--- config.mk ---
export PLATFORM = sky130hd
export DESIGN_NAME = uart_frame_reader_flat
export DESIGN_NICKNAME = d
export VERILOG_FILES = /design/src/rtl/uart_frame_reader_if.sv /design/src/rtl/uart_frame_reader.sv /design/src/flat_wrapper.sv
export SDC_FILE = /design/constraint.sdc
export NUM_CORES = 1
export LEC_CHECK = 0
export ABC_AREA = 1
export CELL_PAD_IN_SITES_DETAIL_PLACEMENT = 1
export CELL_PAD_IN_SITES_GLOBAL_PLACEMENT = 1
export CORE_AREA = 2 2 97 99
export DETAILED_ROUTE_END_ITERATION = 8
export DIE_AREA = 0 0 99 101
export PLACE_DENSITY = 0.8
export SYNTH_ARGS = -nofsm -noshare
export SYNTH_HDL_FRONTEND = slang
export SYNTH_SLANG_ARGS = --single-unit
--- constraint.sdc ---
create_clock -name clk -period 2.6 [get_ports clk]
set_input_delay 0.52 -clock clk [delete_from_list [all_inputs] [get_ports clk]]
set_output_delay 0.52 -clock clk [all_outputs]
set_load 0.1 [all_outputs]
--- src/rtl/uart_frame_reader_if.sv ---
// Payload stream from the frame reader: one byte per valid/ready handshake,
// with out_last tagging the final payload byte of a frame.
interface uart_frame_reader_if;
    logic [7:0] out_data;
    logic       out_valid;
    logic       out_ready;
    logic       out_last;

    modport master (
        output out_data,
        output out_valid,
        output out_last,
        input  out_ready
    );

    modport slave (
        input  out_data,
        input  out_valid,
        input  out_last,
        output out_ready
    );
endinterface

--- src/rtl/uart_frame_reader.sv ---
// Reads a complete UART frame back from the receive buffer, checks sync and
// checksum, latches the command byte and streams the payload downstream.
module uart_frame_reader #(
    parameter int unsigned FRAME_LEN = 113,
    parameter logic [7:0]  SYNC_BYTE = 8'hA5,
    parameter int unsigned ADDR_W    = 8
) (
    input  logic                clk,
    input  logic                rst_n,
    input  logic                re_in,
    input  logic [7:0]          mem_data,
    output logic [ADDR_W-1:0]   rd_addr,
    output logic                rd_en,
    output logic [7:0]          cmd,
    output logic                cmd_valid,
    uart_frame_reader_if.master out_if,
    output logic                frame_ok,
    output logic                frame_err,
    output logic [1:0]          err_code,
    output logic                busy
);

    localparam int unsigned IDX_W = $clog2(FRAME_LEN);

    localparam logic [IDX_W-1:0]  IDX_CMD      = IDX_W'(1);
    localparam logic [IDX_W-1:0]  IDX_PAY0     = IDX_W'(2);
    localparam logic [IDX_W-1:0]  IDX_LAST_PAY = IDX_W'(FRAME_LEN - 2);
    localparam logic [IDX_W-1:0]  IDX_CSUM     = IDX_W'(FRAME_LEN - 1);
    localparam logic [ADDR_W-1:0] ADDR_TOP     = ADDR_W'(FRAME_LEN);

    localparam logic [1:0] ERR_SYNC    = 2'd1;
    localparam logic [1:0] ERR_CSUM    = 2'd2;
    localparam logic [1:0] ERR_OVERRUN = 2'd3;

    typedef enum logic [2:0] {
        S_IDLE,
        S_RD,
        S_WAIT,
        S_OUT,
        S_CHECK
    } state_t;

    state_t            state_q, state_d;
    logic              re_meta, re_sync, re_hist;
    logic              rise_c;
    logic [IDX_W-1:0]  idx_q, idx_d;
    logic [7:0]        sum_q, sum_d;
    logic [7:0]        csum_q, csum_d;
    logic [ADDR_W-1:0] rd_addr_d;
    logic              rd_en_d;
    logic [7:0]        cmd_d;
    logic              cmd_valid_d;
    logic [7:0]        out_data_q, out_data_d;
    logic              out_valid_q, out_valid_d;
    logic              out_last_q, out_last_d;
    logic              frame_ok_d, frame_err_d;
    logic [1:0]        err_code_d;
    logic              busy_d;

    assign out_if.out_data  = out_data_q;
    assign out_if.out_valid = out_valid_q;
    assign out_if.out_last  = out_last_q;

    // re_in comes from the receiver clock domain: two-flop sync, then edge detect
    always_ff @(posedge clk) begin
        if (!rst_n) begin
            re_meta <= 1'b0;
            re_sync <= 1'b0;
            re_hist <= 1'b0;
        end else begin
            re_meta <= re_in;
            re_sync <= re_meta;
            re_hist <= re_sync;
        end
    end

    assign rise_c = re_sync & ~re_hist;

    always_ff @(posedge clk) begin
        if (!rst_n) begin
            state_q     <= S_IDLE;
            idx_q       <= '0;
            sum_q       <= '0;
            csum_q      <= '0;
            rd_addr     <= ADDR_TOP;
            rd_en       <= 1'b0;
            cmd         <= '0;
            cmd_valid   <= 1'b0;
            out_data_q  <= '0;
            out_valid_q <= 1'b0;
            out_last_q  <= 1'b0;
            frame_ok    <= 1'b0;
            frame_err   <= 1'b0;
            err_code    <= '0;
            busy        <= 1'b0;
        end else begin
            state_q     <= state_d;
            idx_q       <= idx_d;
            sum_q       <= sum_d;
            csum_q      <= csum_d;
            rd_addr     <= rd_addr_d;
            rd_en       <= rd_en_d;
            cmd         <= cmd_d;
            cmd_valid   <= cmd_valid_d;
            out_data_q  <= out_data_d;
            out_valid_q <= out_valid_d;
            out_last_q  <= out_last_d;
            frame_ok    <= frame_ok_d;
            frame_err   <= frame_err_d;
            err_code    <= err_code_d;
            busy        <= busy_d;
        end
    end

    // rd_en is raised on entry to RD so the RAM word lands during WAIT
    always_comb begin
        state_d     = state_q;
        idx_d       = idx_q;
        sum_d       = sum_q;
        csum_d      = csum_q;
        rd_addr_d   = rd_addr;
        rd_en_d     = 1'b0;
        cmd_d       = cmd;
        cmd_valid_d = 1'b0;
        out_data_d  = out_data_q;
        out_valid_d = out_valid_q;
        out_last_d  = out_last_q;
        frame_ok_d  = 1'b0;
        frame_err_d = 1'b0;
        err_code_d  = err_code;
        busy_d      = busy;

        if ((state_q != S_IDLE) && rise_c) begin
            // A new frame arrived before this one drained: drop it outright
            state_d     = S_IDLE;
            rd_addr_d   = ADDR_TOP;
            out_valid_d = 1'b0;
            out_last_d  = 1'b0;
            frame_err_d = 1'b1;
            err_code_d  = ERR_OVERRUN;
        end else begin
            case (state_q)
                S_IDLE: begin
                    busy_d    = 1'b0;
                    rd_addr_d = ADDR_TOP;
                    if (rise_c) begin
                        busy_d  = 1'b1;
                        idx_d   = '0;
                        sum_d   = '0;
                        rd_en_d = 1'b1;
                        state_d = S_RD;
                    end
                end

                S_RD: begin
                    state_d = S_WAIT;
                end

                S_WAIT: begin
                    if ((idx_q == '0) && (mem_data != SYNC_BYTE)) begin
                        state_d     = S_IDLE;
                        rd_addr_d   = ADDR_TOP;
                        frame_err_d = 1'b1;
                        err_code_d  = ERR_SYNC;
                    end else if (idx_q < IDX_PAY0) begin
                        if (idx_q == IDX_CMD) begin
                            cmd_d       = mem_data;
                            cmd_valid_d = 1'b1;
                        end
                        sum_d     = sum_q + mem_data;
                        idx_d     = idx_q + IDX_W'(1);
                        rd_addr_d = rd_addr - ADDR_W'(1);
                        rd_en_d   = 1'b1;
                        state_d   = S_RD;
                    end else if (idx_q < IDX_CSUM) begin
                        out_data_d  = mem_data;
                        out_valid_d = 1'b1;
                        out_last_d  = (idx_q == IDX_LAST_PAY);
                        sum_d       = sum_q + mem_data;
                        state_d     = S_OUT;
                    end else begin
                        csum_d  = mem_data;
                        state_d = S_CHECK;
                    end
                end

                S_OUT: begin
                    if (out_if.out_ready) begin
                        out_valid_d = 1'b0;
                        out_last_d  = 1'b0;
                        idx_d       = idx_q + IDX_W'(1);
                        rd_addr_d   = rd_addr - ADDR_W'(1);
                        rd_en_d     = 1'b1;
                        state_d     = S_RD;
                    end
                end

                S_CHECK: begin
                    state_d   = S_IDLE;
                    rd_addr_d = ADDR_TOP;
                    if (csum_q == sum_q) begin
                        frame_ok_d = 1'b1;
                    end else begin
                        frame_err_d = 1'b1;
                        err_code_d  = ERR_CSUM;
                    end
                end

                default: begin
                    state_d = S_IDLE;
                end
            endcase
        end
    end

endmodule

--- src/flat_wrapper.sv ---
// flat-port wrapper written by rule: the top's interface ports become plain ports
module uart_frame_reader_flat 
#(
    parameter int unsigned FRAME_LEN = 113,
    parameter logic [7:0]  SYNC_BYTE = 8'hA5,
    parameter int unsigned ADDR_W    = 8
)
  (clk, rst_n, re_in, mem_data, rd_addr, rd_en, cmd, cmd_valid, frame_ok, frame_err, err_code, busy, out_if_out_data, out_if_out_valid, out_if_out_last, out_if_out_ready);
  uart_frame_reader_if out_if_i ();
  input  logic clk;
  input  logic rst_n;
  input  logic re_in;
  input  logic [7:0] mem_data;
  output logic [ADDR_W-1:0] rd_addr;
  output logic rd_en;
  output logic [7:0] cmd;
  output logic cmd_valid;
  output logic frame_ok;
  output logic frame_err;
  output logic [1:0] err_code;
  output logic busy;
  output wire logic [$bits(out_if_i.out_data)-1:0] out_if_out_data;
  output wire logic [$bits(out_if_i.out_valid)-1:0] out_if_out_valid;
  output wire logic [$bits(out_if_i.out_last)-1:0] out_if_out_last;
  input wire logic [$bits(out_if_i.out_ready)-1:0] out_if_out_ready;
  assign out_if_out_data = out_if_i.out_data;
  assign out_if_out_valid = out_if_i.out_valid;
  assign out_if_out_last = out_if_i.out_last;
  assign out_if_i.out_ready = out_if_out_ready;
  uart_frame_reader #(.FRAME_LEN(FRAME_LEN), .SYNC_BYTE(SYNC_BYTE), .ADDR_W(ADDR_W)) u_core (.clk(clk), .rst_n(rst_n), .re_in(re_in), .mem_data(mem_data), .rd_addr(rd_addr), .rd_en(rd_en), .cmd(cmd), .cmd_valid(cmd_valid), .out_if(out_if_i), .frame_ok(frame_ok), .frame_err(frame_err), .err_code(err_code), .busy(busy));
endmodule
==> impl_metrics.prom <==
# TYPE chip_impl_metric gauge
chip_impl_metric{name="port_buffers",unit=""} 44
chip_impl_metric{name="synthesis.area",unit="um2"} 3430
chip_impl_metric{name="leakage",unit="nW"} 1.94
chip_impl_info{name="crit_chain",value="nor2_2 > nand2_2 > ha_1 > inv_1 > nand3_1 > nor2_1 > nand2_1 > nand2_1 > a21oi_1"} 1
chip_impl_metric{name="post-cts-setup-buffer-count",unit=""} 0
chip_impl_metric{name="final_min_period_over_clock_period",unit="%"} 88.5
chip_impl_metric{name="die_area",unit="um2"} 10000
chip_impl_metric{name="worstPathMaxFanout",unit=""} 8
chip_impl_metric{name="clockPowerShare",unit="%"} 22.1
chip_impl_metric{name="cts_max_level",unit=""} 3
chip_impl_metric{name="hold_slack",unit="ps"} 417
chip_impl_metric{name="switching_share",unit="%"} 47.7
chip_impl_info{name="timing.critical_path.mode_cell",value="nand2_1"} 1
chip_impl_info{name="grt_setup_unrepaired",value="no"} 1
chip_impl_metric{name="yosys_warnings",unit=""} 0
chip_impl_metric{name="switchingPower",unit="mW"} 1.75
chip_impl_metric{name="post-route-min-period",unit="ps"} 2300
chip_impl_metric{name="drt_iter0_markers",unit=""} 81
chip_impl_metric{name="antenna_violating_nets_post_route",unit=""} 0
chip_impl_metric{name="insertedDiodeCount",unit=""} 0
chip_impl_metric{name="grt_pass1_vias",unit=""} 3494
chip_impl_metric{name="drt_wl_total",unit="um"} 9890
chip_impl_metric{name="synthDominantCellAreaShare",unit="%"} 36.2
chip_impl_info{name="tritoncts",value="yes"} 1
chip_impl_info{name="layout_common_cells",value="nand2_1, inv_1, dfxtp_1"} 1
chip_impl_metric{name="growth_of_design_area_from_synthesis_to_finish",unit="%"} 20.5
chip_impl_metric{name="clk_pin_slew_worst_paths",unit="ps"} 70
chip_impl_metric{name="timing.critical_path.required",unit="ps"} 2810
chip_impl_metric{name="power_per_cell_area",unit="nW/um2"} 891
chip_impl_metric{name="maximum_number_of_pins_on_one_net_before_global_route_repair",unit=""} 30
chip_impl_metric{name="area.sequential",unit="um2"} 1240
chip_impl_info{name="crit_slowest_cell",value="dfxtp_1"} 1
chip_impl_metric{name="die-height",unit="um"} 101
chip_impl_metric{name="hold_buffers",unit=""} 0
chip_impl_info{name="synthTopCellsByArea",value="dfxtp_1, nand2_1, inv_1"} 1
chip_impl_metric{name="fill_cells",unit=""} 1189
chip_impl_metric{name="multi_input_comb_area",unit="um2"} 1870
chip_impl_info{name="critical_path.reg2reg.startpoint",value="u_core.state_q[1]"} 1
chip_impl_metric{name="cellInternalPower",unit="mW"} 1.93
chip_impl_metric{name="p_comb_share",unit="%"} 47.7
chip_impl_metric{name="worstSkewPairLatency",unit="ps"} 340
chip_impl_metric{name="syn_area_per_cell",unit="um2"} 6.69
chip_impl_info{name="setup.worst_path.class",value="reg -> reg"} 1
chip_impl_metric{name="ys_seq_elements",unit=""} 62
chip_impl_metric{name="remaining_drc_errors",unit=""} 0
chip_impl_metric{name="wire_length_of_the_first_global_routing_pass",unit="um"} 16500
chip_impl_metric{name="largest_stage_delay_on_the_critical_path",unit="ps"} 390
chip_impl_metric{name="die_w",unit="um"} 99
chip_impl_metric{name="detail_route.wl_per_cell",unit="um"} 14.5
chip_impl_metric{name="detail_route.vias_per_cell",unit=""} 4.94
chip_impl_metric{name="timing.reg2reg.worst_path_depth",unit=""} 9
chip_impl_metric{name="vias",unit=""} 3377
chip_impl_metric{name="worst_slew_margin_rel",unit="%"} 70.1
chip_impl_info{name="worst_setup_path_startpoint",value="u_core.state_q[1]"} 1
chip_impl_metric{name="post_synth_num_cell_types",unit=""} 31
chip_impl_metric{name="numClockSinks",unit=""} 62
chip_impl_metric{name="max-cap-violations",unit=""} 0
chip_impl_info{name="clock_tree.root_cell",value="clkbuf_8"} 1
chip_impl_metric{name="grt-ovfl-total",unit=""} 0
chip_impl_metric{name="fin_total_pwr",unit="mW"} 3.68
chip_impl_metric{name="worst_clock_skew",unit="ps"} 9.35
chip_impl_info{name="final_common_cell",value="nand2_1"} 1
chip_impl_metric{name="worstPathArrival",unit="ps"} 2510
chip_impl_metric{name="coreArea",unit="um2"} 8980
chip_impl_metric{name="start_util",unit="%"} 38.2
chip_impl_metric{name="firstDrtPassIters",unit=""} 4
chip_impl_metric{name="synthesis.instances",unit=""} 513
chip_impl_info{name="setup.worst_path.start_class",value="flop"} 1
chip_impl_metric{name="synthesis.nets",unit=""} 540
chip_impl_metric{name="final_hold_viols",unit=""} 0
chip_impl_metric{name="share_of_cells_above_drive_strength_1",unit="%"} 15.5
chip_impl_info{name="synth_top_cell_by_area",value="dfxtp_1"} 1
chip_impl_metric{name="final_core_util",unit="%"} 46.0
chip_impl_info{name="worstReg2RegEnd",value="u_core.sum_q[1]"} 1
chip_impl_metric{name="clockBufferDepth",unit=""} 2
chip_impl_info{name="worstHoldPathType",value="reg -> reg"} 1
chip_impl_metric{name="critical_path_cell_count",unit=""} 9
chip_impl_metric{name="cp.buffers_inverters",unit=""} 1
chip_impl_metric{name="gr-usage-all-layers",unit="%"} 20.8
chip_impl_metric{name="seq_power_share",unit="%"} 30.2
chip_impl_metric{name="gp_congestion",unit=""} 0.891
chip_impl_metric{name="design.portCount",unit=""} 45
chip_impl_metric{name="fmaxAchievable",unit="MHz"} 435
chip_impl_metric{name="finalNetCount",unit=""} 595
chip_impl_info{name="critical_path_end_type",value="flop"} 1
chip_impl_metric{name="place.detailed.hpwl",unit="um"} 7650
chip_impl_info{name="cp_endpoint",value="u_core.sum_q[1]"} 1
chip_impl_metric{name="worst_pin_slew",unit="ps"} 447
chip_impl_metric{name="timing.final.max_slew_violations",unit=""} 0
chip_impl_metric{name="power.ir.vdd_worst",unit="V"} 0.000309
chip_impl_metric{name="fin_tns_setup",unit="ps"} 0
chip_impl_metric{name="finalSetupViolations",unit=""} 0
chip_impl_metric{name="postCtsResizedCells",unit=""} 0
chip_impl_metric{name="grt_antenna_before_repair",unit=""} 0
chip_impl_metric{name="ff2ff_setup_slack",unit="ps"} 300
chip_impl_metric{name="row_count",unit=""} 35
chip_impl_metric{name="synth-seq-area-share",unit="%"} 36.2
chip_impl_info{name="critical_path.top_delay_family",value="simple AND/OR/NAND/NOR gates"} 1
chip_impl_metric{name="cts_buffers",unit=""} 9
chip_impl_info{name="result_of_the_run",value="completed"} 1
[how the worst min path moves through the flow]
stage / start / endpoint / slack [ps] / depth (start not counted)
4_1_cts: u_core.re_meta / u_core.re_sync / 420 / 2
2_1_floorplan: u_core.re_meta / u_core.re_sync / 390 / 2
5_1_grt: u_core.re_meta / u_core.re_sync / 440 / 2
6_report: u_core.re_meta / u_core.re_sync / 420 / 2
3_5_place_dp: u_core.re_meta / u_core.re_sync / 400 / 2
3_3_place_gp: u_core.re_meta / u_core.re_sync / 390 / 2
[worst reg2reg max path, delay by kind of cell (launching register included)]
| family | cells | cell delay [ps] |
|---|---|---|
| buffers and inverters | 1 | 100 |
| AND/OR/NAND/NOR | 6 | 1310 |
| AO/OA/AOI/OAI | 1 | 70 |
| flip-flops | 1 | 390 |
| adder cells (fa/ha/maj) | 1 | 300 |
[area by class of cell]
type / count / share of cell area (%)
clock buffers: 13 / 4.09
clock inverters: 3 / 0.424
inverters: 74 / 6.84
flip-flops and latches: 62 / 30.0
repair buffers: 52 / 10.1
well taps: 111 / 3.36
multi-input cells: 369 / 45.1
[Yosys cell counts, drive strengths merged]
library cell	number
o21bai	2
ha	14
xnor2	5
nand2	158
xor2	2
o211ai	2
nand4	7
nor2	67
nand3b	1
clkbuf	5
inv	74
dfxtp	62
fa	1
buf	3
a21oi	46
nor3	1
o21a	1
nand3	43
nor3b	1
o21ai	18
[sequential cells by signal (all words and copies together), names as in the netlist, 2 cells and up]
register	flops
u_core.cmd	8
u_core.csum_q	8
u_core.out_if.out_data	8
u_core.rd_addr	8
u_core.sum_q	8
u_core.idx_q	7
u_core.state_q	3
u_core.err_code	2
[logic make-up after synthesis]
group | share of synthesized area (%)
buf+inv | 9.41
simple gates | 36.4
flops | 36.2
fa+ha+maj | 5.69
xor+xnor | 1.79
compound gates | 10.5
[through the flow]
step           std cells  area (um2)  worst slack (ps)
2_1_floorplan        513        3430               523
3_3_place_gp         668        3950               162
3_5_place_dp         668        3950              63.9
4_1_cts              684        4130               298
5_1_grt              684        4130              21.1
6_report             684        4130               299
[power by group through the flow]
| stage | registers [mW] | clock network, mW | logic [mW] |
|---|---|---|---|
| after floorplan | 1.44 | 0 | 1.02 |
| final | 1.11 | 0.813 | 1.76 |
| after detailed placement | 1.13 | 0 | 1.76 |
| after CTS | 1.11 | 0.835 | 1.77 |
| after global placement | 1.13 | 0 | 1.71 |
| after global routing | 1.12 | 0.878 | 1.94 |
[layer usage]
metal,track usage [%],up-vias,part of all wire (%)
met2,37.9,43,52
met5,0,-,0
met4,6.22,0,1.4
li1,-,1729,-
met1,24.5,1593,44
met3,4.51,12,2.8
Note: power is estimated with default switching activity, not from simulation.
==> RTL change: new RTL, config.mk and constraints unchanged <==
`out_data_q` no longer has a reset.
--- a/src/rtl/uart_frame_reader.sv
+++ b/src/rtl/uart_frame_reader.sv
@@ -86,7 +86,6 @@
             rd_en       <= 1'b0;
             cmd         <= '0;
             cmd_valid   <= 1'b0;
-            out_data_q  <= '0;
             out_valid_q <= 1'b0;
             out_last_q  <= 1'b0;
             frame_ok    <= 1'b0;
@@ -102,7 +101,6 @@
             rd_en       <= rd_en_d;
             cmd         <= cmd_d;
             cmd_valid   <= cmd_valid_d;
-            out_data_q  <= out_data_d;
             out_valid_q <= out_valid_d;
             out_last_q  <= out_last_d;
             frame_ok    <= frame_ok_d;
@@ -110,6 +108,10 @@
             err_code    <= err_code_d;
             busy        <= busy_d;
         end
+    end
+
+    always_ff @(posedge clk) begin
+        out_data_q <= out_data_d;
     end
 
     // rd_en is raised on entry to RD so the RAM word lands during WAIT
Function: differs if rst_n is asserted again (counterexample within 10 cycles, from zero or initial values and one cycle with rst_n low); with rst_n held inactive, the same outputs for 10 cycles.
==> RTL change against the unedited design <==
- count of clock-buffer cells in the layout fell by 1
- routed wire length fell by 2.8%
- power fell by 3.6%
- synthesized cell count fell by 5.3%
- first-iteration DRC count fell by 31%
- area after synthesis fell by 1.4%
- setup slack improved by 31 ps
- sequential cell count did not move
- clock skew fell by 1.1 ps
- worst hold slack improved by 8.3 ps
- core utilization rose by 0.50 points
- final area rose by 1.1%
- combinational power fell by 23%
- critical path type unchanged
==> RTL change: results (changes against the unedited design) <==
metric;value;unit;change
dr.pass1.iters;4;;unchanged
drtIter0Drc;56;;-31%
dp.cells;645;;-3.4%
ys_seq_area_share;39.1;%;+2.9 points
timing.rr.start;u_core.state_q[0]$_SDFFE_PP0P_;;
setup_slack;330;ps;+31.1 ps
synthCells;486;;-5.3%
clkTransAtPathRegs;70;ps;about the same
slowest_delay;370;ps;-20 ps
p_leak;1.96;nW;+1.2%
cp_max_fo;6;;-2
cts_made_buffers;9;;unchanged
synth_edf_count;8;;+8
grt_usage;19.9;%;-0.90 points
wl_met2;5.12;mm;-0.14%
async_reset_ff_share;0;%;unchanged
placed_area;3920;um2;-0.67%
post-cts-setup-buffers;0;;unchanged
arrival;2550;ps;+40 ps
synthDistinctLibCells;33;;+6.5%
place_ws;111;ps;+46.7 ps
yosys_warnings;0;;unchanged
grt.met3_usage;4.02;%;-0.49 points
synth_fp_nets;513;;-5.0%
irDropWorstVdd;457;uV;+48%
fin_setup_tns;0;ps;unchanged
wl_met1;3.99;mm;-8.3%
status;completed;;
met1_usage;21.3;%;-3.2 points
dp_hpwl;7.25;mm;-5.1%
drive_gt1_share;16.4;%;+0.83 points
wl_met3;262;um;-3.7%
grt_max_degree;23;;-23%
endpoint;u_core.sum_q[6]$_SDFFE_PN0P_;;
synthTopCellsByArea;dfxtp_1 32%, nand2_1 15%, edfxtp_1 7.1%, inv_1 7.1%, nor2_1 6.5%;;
routed_wl;9.61;mm;-2.8%
port_buffers;44;;unchanged
stdcell_count;661;;-3.4%
vias;3267;;-3.3%
n_antenna_cell;0;;unchanged
finClkSkew;8.21;ps;-1.14 ps
met2_usage;38.0;%;+0.10 points
cp_top_family;simple AND/OR/NAND/NOR gates;;
grt_first_pass_wirelength;15.8;mm;-4.6%
slowest_stage;dfxtp_1;;
gp_congestion;0.834;;-6.4%
grt_pass1_vias;3406;;-2.5%
ff2ff_setup_slack;330;ps;+30 ps
cts-resized-gates;0;;unchanged
synth_commonest_cells;137 x nand2_1, 64 x inv_1, 59 x nor2_1;;
relSlewSlack;71.3;%;+1.2 points
nets;572;;-3.9%
hold_class;reg2reg;;
top_layer;met4;;
reg2reg_depth;13;;+4
==> RTL change: changes by cell type after synthesis, moves of 6 or more <==
cell	before	now
a21oi_1	45	36
dfxtp_1	62	54
edfxtp_1	0	8
nand2_1	145	137
nand2_2	10	2
nand3_1	42	35
o21ai_0	9	16
o21ai_1	9	3
==> RTL change: power breakdown <==
part	internal, mW	switching, mW	leakage, nW	total [mW]
logic	0.358	1.00	1.33	1.36
registers	1.05	0.0789	0.509	1.13
clock network	0.651	0.411	0.124	1.06
total	2.06	1.49	1.96	3.55
==> RTL change: cell families after synthesis <==
family / Yosys count / synth area share [%]
AO/OA/AOI/OAI: 58 / 8.81
XOR/XNOR: 7 / 1.81
AND/OR/NAND/NOR: 265 / 35.2
adder cells (fa/ha/maj): 15 / 5.77
buffers and inverters: 79 / 9.32
flip-flops: 62 / 39.1
==> RTL change: cell type report <==
class | instances | area [um2]
Clock inverter | 4 | 73.8
Timing Repair Buffer | 54 | 433
Multi-Input combinational cell | 345 | 1750
Sequential cell | 62 | 1320
Clock buffer | 12 | 176
Fill cell | 1141 | 4800
Tap cell | 111 | 139
Inverter | 73 | 282
==> RTL change: worst min-delay path by stage <==
stage,start,endpoint,slack (ps),cells after the start
2_1_floorplan,u_core.re_meta$_SDFF_PN0_,u_core.re_sync$_SDFF_PN0_,390,2
3_3_place_gp,u_core.re_sync$_SDFF_PN0_,u_core.re_hist$_SDFF_PN0_,420,2
3_5_place_dp,u_core.re_meta$_SDFF_PN0_,u_core.re_sync$_SDFF_PN0_,410,2
4_1_cts,u_core.re_meta$_SDFF_PN0_,u_core.re_sync$_SDFF_PN0_,430,2
5_1_grt,u_core.re_sync$_SDFF_PN0_,u_core.re_hist$_SDFF_PN0_,460,2
6_report,u_core.re_meta$_SDFF_PN0_,u_core.re_sync$_SDFF_PN0_,420,2
